### config.mk
export PLATFORM = sky130hd
export DESIGN_NAME = multi_channel_counter
export DESIGN_NICKNAME = d
export VERILOG_FILES = /design/src/rtl/counter_pkg.sv /design/src/rtl/counter_channel.sv /design/src/rtl/multi_channel_counter.sv
export SDC_FILE = /design/constraint.sdc
export NUM_CORES = 1
export LEC_CHECK = 0
export ABC_AREA = 1
export BUFFER_PORTS_ARGS = -buffer_cell sky130_fd_sc_hd__buf_2
export CAP_MARGIN = 10
export CORE_ASPECT_RATIO = 1.5
export CORE_MARGIN = 2
export CORE_UTILIZATION = 35
export DETAILED_ROUTE_END_ITERATION = 10
export PLACE_DENSITY = 0.61
export SYNTH_ARGS = -nofsm -noshare
export SYNTH_HDL_FRONTEND = slang
export SYNTH_SLANG_ARGS = --single-unit
export TNS_END_PERCENT = 30
### constraint.sdc
create_clock -name clk -period 1.7 [get_ports clk]
set_input_delay 0.51 -clock clk [delete_from_list [all_inputs] [get_ports clk]]
set_output_delay 0.51 -clock clk [all_outputs]
set_load 0.005 [all_outputs]
### src/rtl/counter_pkg.sv
// Shared constants for the multi-channel counter bank.
//   DEFAULT_WIDTH / DEFAULT_CHANNELS / DEFAULT_PRESCALE_DIV : parameter defaults
//   DIR_UP / DIR_DOWN   : encoding of the per-channel up_dn input
//   MODE_WRAP / MODE_SAT : encoding of the per-channel sat_mode input
package counter_pkg;

  localparam int DEFAULT_WIDTH        = 16;
  localparam int DEFAULT_CHANNELS     = 4;
  localparam int DEFAULT_PRESCALE_DIV = 4;

  localparam logic DIR_UP    = 1'b1;
  localparam logic DIR_DOWN  = 1'b0;

  localparam logic MODE_WRAP = 1'b0;
  localparam logic MODE_SAT  = 1'b1;

endpackage

### src/rtl/counter_channel.sv
// One WIDTH-bit loadable up/down counter with terminal-count pulse,
// compare match and a sticky compare interrupt flag.
// Ports:
//   clk, reset_n   : clock, asynchronous active-low reset
//   step_tick      : shared step qualifier from the bank (1 = step allowed)
//   enable, load   : count enable, synchronous load strobe (load wins)
//   load_data      : value taken on load
//   up_dn          : direction (DIR_UP / DIR_DOWN)
//   sat_mode       : end behaviour (MODE_SAT / MODE_WRAP)
//   cmp_val        : compare value
//   irq_clr        : sticky flag clear pulse
//   count          : counter register
//   tc_pulse       : registered terminal-count pulse, aligned with new count
//   match          : combinational count == cmp_val
//   irq_flag       : sticky flag, set on the rising edge of match
module counter_channel
  import counter_pkg::*;
#(
  parameter int WIDTH = DEFAULT_WIDTH
) (
  input  logic             clk,
  input  logic             reset_n,
  input  logic             step_tick,
  input  logic             enable,
  input  logic             load,
  input  logic [WIDTH-1:0] load_data,
  input  logic             up_dn,
  input  logic             sat_mode,
  input  logic [WIDTH-1:0] cmp_val,
  input  logic             irq_clr,
  output logic [WIDTH-1:0] count,
  output logic             tc_pulse,
  output logic             match,
  output logic             irq_flag
);

  localparam logic [WIDTH-1:0] MAX_VAL = '1;

  logic [WIDTH-1:0] count_next;
  logic             tc_next;
  logic             match_d;
  logic             match_rise;

  always_comb begin
    count_next = count;
    tc_next    = 1'b0;
    if (load) begin
      count_next = load_data;
    end else if (enable && step_tick) begin
      case (up_dn)
        DIR_UP: begin
          if (count == MAX_VAL) begin
            tc_next    = 1'b1;
            count_next = (sat_mode == MODE_WRAP) ? '0 : MAX_VAL;
          end else begin
            count_next = count + 1'b1;
          end
        end
        DIR_DOWN: begin
          if (count == '0) begin
            tc_next    = 1'b1;
            count_next = (sat_mode == MODE_SAT) ? '0 : MAX_VAL;
          end else begin
            count_next = count - 1'b1;
          end
        end
      endcase
    end
  end

  assign match      = (count == cmp_val);
  assign match_rise = match & ~match_d;

  always_ff @(posedge clk or negedge reset_n) begin
    if (!reset_n) begin
      count    <= '0;
      tc_pulse <= 1'b0;
      match_d  <= 1'b0;
      irq_flag <= 1'b0;
    end else begin
      count    <= count_next;
      tc_pulse <= tc_next;
      match_d  <= match;
      // A fresh rising edge beats a clear issued in the same cycle; a match
      // that stays high does not re-arm the flag after a clear.
      if (match_rise) begin
        irq_flag <= 1'b1;
      end else if (irq_clr) begin
        irq_flag <= 1'b0;
      end
    end
  end

endmodule

### src/rtl/multi_channel_counter.sv
// Bank of CHANNELS independent WIDTH-bit up/down counters with per-channel
// compare flags and one combined interrupt.
// Build option: define COUNTER_PRESCALE_EN to add a shared prescaler so that
// steps happen once every PRESCALE_DIV cycles; undefined, every cycle steps.
// Ports:
//   clk, reset_n : clock, asynchronous active-low reset
//   enable, load, up_dn, sat_mode, irq_clr : per-channel controls (1 bit each)
//   load_data, cmp_val : per-channel values, channel i at [i*WIDTH +: WIDTH]
//   count        : per-channel counter registers, same packing
//   tc_pulse, match, irq_flag : per-channel status
//   irq          : OR of all irq_flag bits
module multi_channel_counter
  import counter_pkg::*;
#(
  parameter int WIDTH        = DEFAULT_WIDTH,
  parameter int CHANNELS     = DEFAULT_CHANNELS,
  parameter int PRESCALE_DIV = DEFAULT_PRESCALE_DIV
) (
  input  logic                      clk,
  input  logic                      reset_n,
  input  logic [CHANNELS-1:0]       enable,
  input  logic [CHANNELS-1:0]       load,
  input  logic [CHANNELS*WIDTH-1:0] load_data,
  input  logic [CHANNELS-1:0]       up_dn,
  input  logic [CHANNELS-1:0]       sat_mode,
  input  logic [CHANNELS*WIDTH-1:0] cmp_val,
  input  logic [CHANNELS-1:0]       irq_clr,
  output logic [CHANNELS*WIDTH-1:0] count,
  output logic [CHANNELS-1:0]       tc_pulse,
  output logic [CHANNELS-1:0]       match,
  output logic [CHANNELS-1:0]       irq_flag,
  output logic                      irq
);

  logic step_tick;

`ifdef COUNTER_PRESCALE_EN
  localparam int PW = (PRESCALE_DIV > 1) ? $clog2(PRESCALE_DIV) : 1;
  localparam logic [PW-1:0] PRE_LAST = PW'(PRESCALE_DIV - 1);

  logic [PW-1:0] prescaler;

  // Free-running and shared by all channels; loads do not disturb it.
  always_ff @(posedge clk or negedge reset_n) begin
    if (!reset_n) begin
      prescaler <= '0;
    end else if (prescaler == PRE_LAST) begin
      prescaler <= '0;
    end else begin
      prescaler <= prescaler + 1'b1;
    end
  end

  assign step_tick = (prescaler == PRE_LAST);
`else
  // Every cycle is a step cycle; PRESCALE_DIV has no effect in this build.
  assign step_tick = 1'b1 | (PRESCALE_DIV == 0);
`endif

  for (genvar i = 0; i < CHANNELS; i++) begin : g_ch
    counter_channel #(
      .WIDTH (WIDTH)
    ) u_channel (
      .clk       (clk),
      .reset_n   (reset_n),
      .step_tick (step_tick),
      .enable    (enable[i]),
      .load      (load[i]),
      .load_data (load_data[i*WIDTH +: WIDTH]),
      .up_dn     (up_dn[i]),
      .sat_mode  (sat_mode[i]),
      .cmp_val   (cmp_val[i*WIDTH +: WIDTH]),
      .irq_clr   (irq_clr[i]),
      .count     (count[i*WIDTH +: WIDTH]),
      .tc_pulse  (tc_pulse[i]),
      .match     (match[i]),
      .irq_flag  (irq_flag[i])
    );
  end

  assign irq = |irq_flag;

endmodule
* Word-level counts from Yosys, hierarchy flattened
Index checks and enable logic that the tools add are counted.
** Storage, ports and cells
- Output and inout port bits :: 77
- Word-level logic and storage cells :: 113
- Input bits :: 150
- Bits in registers :: 76
** Operators by class
- Add/subtract/negate cells :: 8
- Reduce and logical (&&, ||, !) cells :: 13
- Multiplexer cells :: 56
- Bitwise gates (word level) :: 12
- Eq/ne operators :: 8
** Operators with widths (number)
- two-way mux 16 bit :: 24
- case mux 16 bit (2 select lines) :: 4
- adder 16 x 1 -> 16 bit (second input constant) :: 4
- == test 16 bit :: 4
- == test 16 bit (second input constant) :: 4
- logical NOT 16 bit :: 4
- subtractor 16 x 1 -> 16 bit (second input constant) :: 4
- two-way mux 1 bit :: 24
- nonzero test 2 bit :: 8
- inverter 1 bit :: 8
- case mux 1 bit (2 select lines) :: 4
- bitwise AND 1 bit :: 4
- OR reduction 4 bit :: 1

* Longest topological paths before layout
- Depth in word-level cells :: 5
- Depth in mapped cells :: 13
- Mapped depth without buffers :: 13

* Cells and area by module
A second synthesis with hierarchy kept.
** Second synthesis, totals
- Cells, all modules :: 1464
- Area total of the unflattened synthesis :: 8988.6 µm²
** Modules (own cells, without submodules)
- counter_channel :: seq. area each 475.5 µm², area an instance 2243.4 µm², cells each 365, times used 4
- multi_channel_counter :: seq. area each 0.0 µm², area an instance 15.0 µm², cells each 4, times used 1

* Worst setup path before layout
OpenSTA, ideal clock, no wires.
- Path kind :: reg2out
- Start point :: register g_ch[1].u_channel.count[5]
- End point :: output match[1]
- Data required time :: 1.190 ns
- Buffers on the path :: 2
- Cell stages (with the launch flop) :: 7
- Slack :: -0.113 ns
- Arrival time :: 1.303 ns
- Cells stage by stage :: dfrtp_1 > buf_4 > xnor2_1 > nand2_1 > nor4_1 > and2_1 > buf_4
** Between the ends
- Word-level cells in the longest chain between the ends :: 1
** Ends and longest elaborated chain
- start, declared :: line counter_channel.sv:31 : output logic [WIDTH-1:0] count,
- start signal, assigned :: line counter_channel.sv:81 : count <= count_next;
- == test 16 bit :: line counter_channel.sv:71 : assign match = (count == cmp_val);
- end, declared :: line multi_channel_counter.sv:30 : output logic [CHANNELS-1:0] match,
Every way passes these cells.

* Final worst setup path
- Start point :: register g_ch[1].u_channel.count[1]
- End point :: output match[1]
The elaborated chain is that of the path after synthesis.

==> results.txt <==
----------------------------------------------------
[CTS]
  Number of buffers added by the clock tree synthesis step ... 9
  Clock latency on the worst-skew pair ... about 0.36 ns
  Maximum number of buffers from clock root to sink ... 2
  Clock root buffer master ... sky130_fd_sc_hd__clkbuf_16
  Clock-pin slew reported for the worst setup and hold paths after clock tree synthesis ... 0.06 ns
  Clock tree from TritonCTS ... yes
  CTS H-tree depth ... 3
  Clock Sinks ... 76

[Synth]
  Number of storage elements in the synthesis netlist ... 76
  Cell type with the highest aggregate area in the netlist ... sky130_fd_sc_hd__nand2_1
  Primary FF master, synth ... sky130_fd_sc_hd__dfrtp_1
  List of most frequent post-synthesis cells ... sky130_fd_sc_hd__nand2_1, sky130_fd_sc_hd__nor2_1, sky130_fd_sc_hd__nand3_1
  Library cell with the highest instance count after synthesis ... sky130_fd_sc_hd__nand2_1
  Combined area of all synthesized cells ... 8900 um^2
  Register area share after synthesis ... 21.4%
  Yosys synthesis warning count ... 0
  Number of distinct library cells after synthesis ... 36
  Share of Yosys cell area claimed by the top area cell type ... between 20% and 30%
  Synthesized instance count ... between 1,500 and 2,000
  Ranking of synthesized cells by area ... sky130_fd_sc_hd__nand2_1, sky130_fd_sc_hd__dfrtp_1, sky130_fd_sc_hd__nor2_1
  Syn_nets ... 1,683
  Share of async-settable or async-resettable flops after synthesis ... 100%
  Mean Syn Cell Area ... just under 6 um^2
  Number of enable flip-flop cells after synthesis ... 0

[GRT]
  Total congestion overflow after global routing ... 0
  Global Route met1 Usage ... a little over a quarter
  Global routing usage summed across all routing layers ... around a quarter
  Via count of the first global-routing pass ... approximately 11,000
  Global routing met3 resource utilization ... 3.09%
  Most utilized layer in the global route result ... met2
  Met2 GRT Util ... 49.0%
  Largest net degree at the start of global routing ... between 70 and 80
  First-pass GRT wire length ... between 50,000 and 60,000 um
  Number of antenna violations at the first check in global routing ... 0

[Die]
  Starting Density ... 35.5%
  Placeable core region ... around 25,000 um^2
  Die extent in x ... 134 um
  Placement row count ... between 70 and 80
  Full die area ... approximately 27,000 um^2
  Number of top-level pins ... 227
  Die Height ... between 150 and 200 um

[Worst setup path]
  Endpoint required time on the critical path ... 1.19 ns
  Reg-to-Reg Start ... g_ch[0].u_channel.count[1]$_DFFE_PN0P_
  Category of the critical setup timing path ... reg -> out
  Endpoint kind of the worst setup timing path ... output port
  Critical Path AT ... between 1.5 and 2 ns
  Worst setup path start ... g_ch[1].u_channel.count[1]$_DFFE_PN0P_
  Worst reg-to-reg path cell count ... 12
  Destination of the worst register-to-register timing path ... g_ch[0].u_channel.count[2]$_DFFE_PN0P_
  Setup crit start kind ... register
  Maximum fanout along the worst path ... 2
  Slack of the worst reg-to-reg path ... -0.32 ns

[STA]
  Rel. slew slack ... between 60% and 70%
  Worst-case clock skew ... between 0.007 and 0.008 ns
  Setup repair after global routing missed its margin ... true
  Setup violation total in the final timing report ... a little under 70
  Fraction of the cycle the final worst path needs ... 132%
  Final worst path period need ... 2.25 ns
  Fin. Hold Viols ... 0
  Transition at the pin with the smallest max-transition slack ... slightly below 0.5 ns
  Fin worst setup slack ... -0.546 ns
  Final max-slew violation count ... 0
  Peak clock frequency supported by timing ... 445 MHz

[Outcome]
  Outcome ... finished, violations left
  Violated checks ... setup timing

[Layout]
  Number of fill cells ... 2,452
  Final nets ... about 2,100
  Number of diodes ... 0
  Post-route non-filler standard cell count ... between 2,000 and 2,500
  Multi-input gate area in the final layout ... roughly 7000 um^2
  Area growth syn-to-layout ... 56.2%
  Final design instance area without fill ... roughly 14,000 um^2
  Sequential cell area ... just under 2000 um^2
  Layout cell share with drive strength beyond 1 ... between 40% and 50%

[Route]
  Via Count ... 11,369
  Wire per inst ... between 10 and 15 um
  First-pass DRT Iterations ... 7
  Number of DRC violations after detailed routing ... 0
  Vias/cell ... approximately 4.9
  Detailed router's first-iteration violation count ... around 620
  Final ANT Viol Nets ... 0
  Sum of routed wire length over all layers ... ~35,000 um

[Placed design]
  Count of port buffers added during placement ... 226
  HPWL after detailed placement ... 26,200 um
  Placed Cells incl. Taps ... between 2,000 and 2,500
  Post-Place Cell Area ... roughly 12,000 um^2
  Placer Congestion ... around 0.93

[Worst hold path]
  Path category of the worst min-delay check ... in -> async

[Pwr]
  Power density of the placed cells ... ~660 nW/um^2
  Worst supply voltage drop on vdd ... ~0.47 mV
  Power consumption ... about 9 mW
  Leakage dissipation ... a little over 7 nW

[Flow run]
  Number of max-cap violations ... 0

----------------------------------------------------
through the flow:
stage | worst slack [ns] | util [%] | setup TNS [ns] | hold WS [ns]
after floorplan | -0.0412 | - | -0.0860 | 0.214
after global placement | -0.507 | 48.1 | -11.16 | 0.422
after detailed placement | -0.499 | 48.1 | -12.74 | 0.414
after CTS | -0.580 | 53.0 | -9.35 | 0.196
after global routing | -0.643 | 55.5 | -17.49 | 0.219
final | -0.546 | 55.5 | -10.97 | 0.179
report_power, final:
| part | internal [mW] | switching (mW) | total [mW] |
|---|---|---|---|
| clock | 1.13 | 0.898 | 2.03 |
| combinational | 2.29 | 2.56 | 4.85 |
| sequential | 2.03 | 0.294 | 2.32 |
| total | 5.45 | 3.75 | 9.20 |
worst max-delay path, stage by stage, from the launching register on:
cell and delay, ns:
sky130_fd_sc_hd__dfrtp_2 0.43, sky130_fd_sc_hd__xnor2_1 0.15, sky130_fd_sc_hd__nand2_1 0.10, sky130_fd_sc_hd__nor4_4 0.30
sky130_fd_sc_hd__buf_4 0.18, sky130_fd_sc_hd__and2_4 0.15, sky130_fd_sc_hd__buf_6 0.09
flip-flops by register name (all words and copies together), names as in the netlist:
| register | count |
|---|---|
| g_ch.u_channel.count | 64 |
| g_ch.u_channel.irq_flag | 4 |
| g_ch.u_channel.match_d | 4 |
| g_ch.u_channel.tc_pulse | 4 |
kinds of logic after synthesis:
family,count (synthesis),synth area share (%)
AOI/OAI and AO/OA,68,4.07
adders and majority gates,12,1.69
xor gates and xnor gates,121,11.9
DFF,76,21.4
buffers and inverters,210,11.1
and+or+nand+nor,1034,49.9
cells in the final DEF (no fill, tap or decap), drive strengths merged:
master | Yosys | final
inv | 118 | 119
nand2 | 527 | 527
nand3b | 4 | 4
dfrtp | 76 | 76
and2 | 4 | 4
a31oi | 1 | 1
o22ai | 3 | 3
clkinv | 2 | 7
buf | 67 | 542
nor3b | 1 | 1
clkbuf | 23 | 10
nor2 | 297 | 297
o21ai | 41 | 41
or2 | 8 | 8
nor3 | 14 | 14
xor2 | 59 | 59
nand4 | 31 | 31
nand3 | 146 | 146
xnor2 | 62 | 62
or4 | 1 | 1
bufinv | 0 | 1
clkinvlp | 0 | 1
nor4 | 1 | 1
a22oi | 4 | 4
a21oi | 19 | 20
ha | 12 | 12
layer usage:
metal	share of wire (%)	wire (um)
met1	38	13200
met2	53	18600
met3	4.2	1450
met4	4.4	1540
met5	0	0
final cells by class:
class                           instances  area share, %
Sequential cell                        76           13.9
Multi-Input combinational cell       1236           50.3
Timing Repair Buffer                  542           27.4
Timing Repair inverter                  2         0.0809
Clock inverter                          6          0.396
Tap cell                              328           2.95
Inverter                              120           3.44
Clock buffer                           10           1.65
repair_timing:
| item | in CTS | in global routing |
|---|---|---|
| gates resized for setup | 179 | 157 |
| cloned | 4 | 0 |
| pin swaps | 51 | 69 |
| endpoints found under the setup margin | 77 | 85 |
| hold buffers | 0 | 0 |
| setup buffers | 35 | 21 |
how the worst max path moves through the flow:
stage / depth (start not counted) / end
2_1_floorplan: 5 / match[1]
3_3_place_gp: 7 / match[3]
3_5_place_dp: 7 / match[3]
4_1_cts: 6 / match[1]
5_1_grt: 6 / match[1]
6_report: 6 / match[1]
No activity file was read; power rests on OpenSTA's default activity.
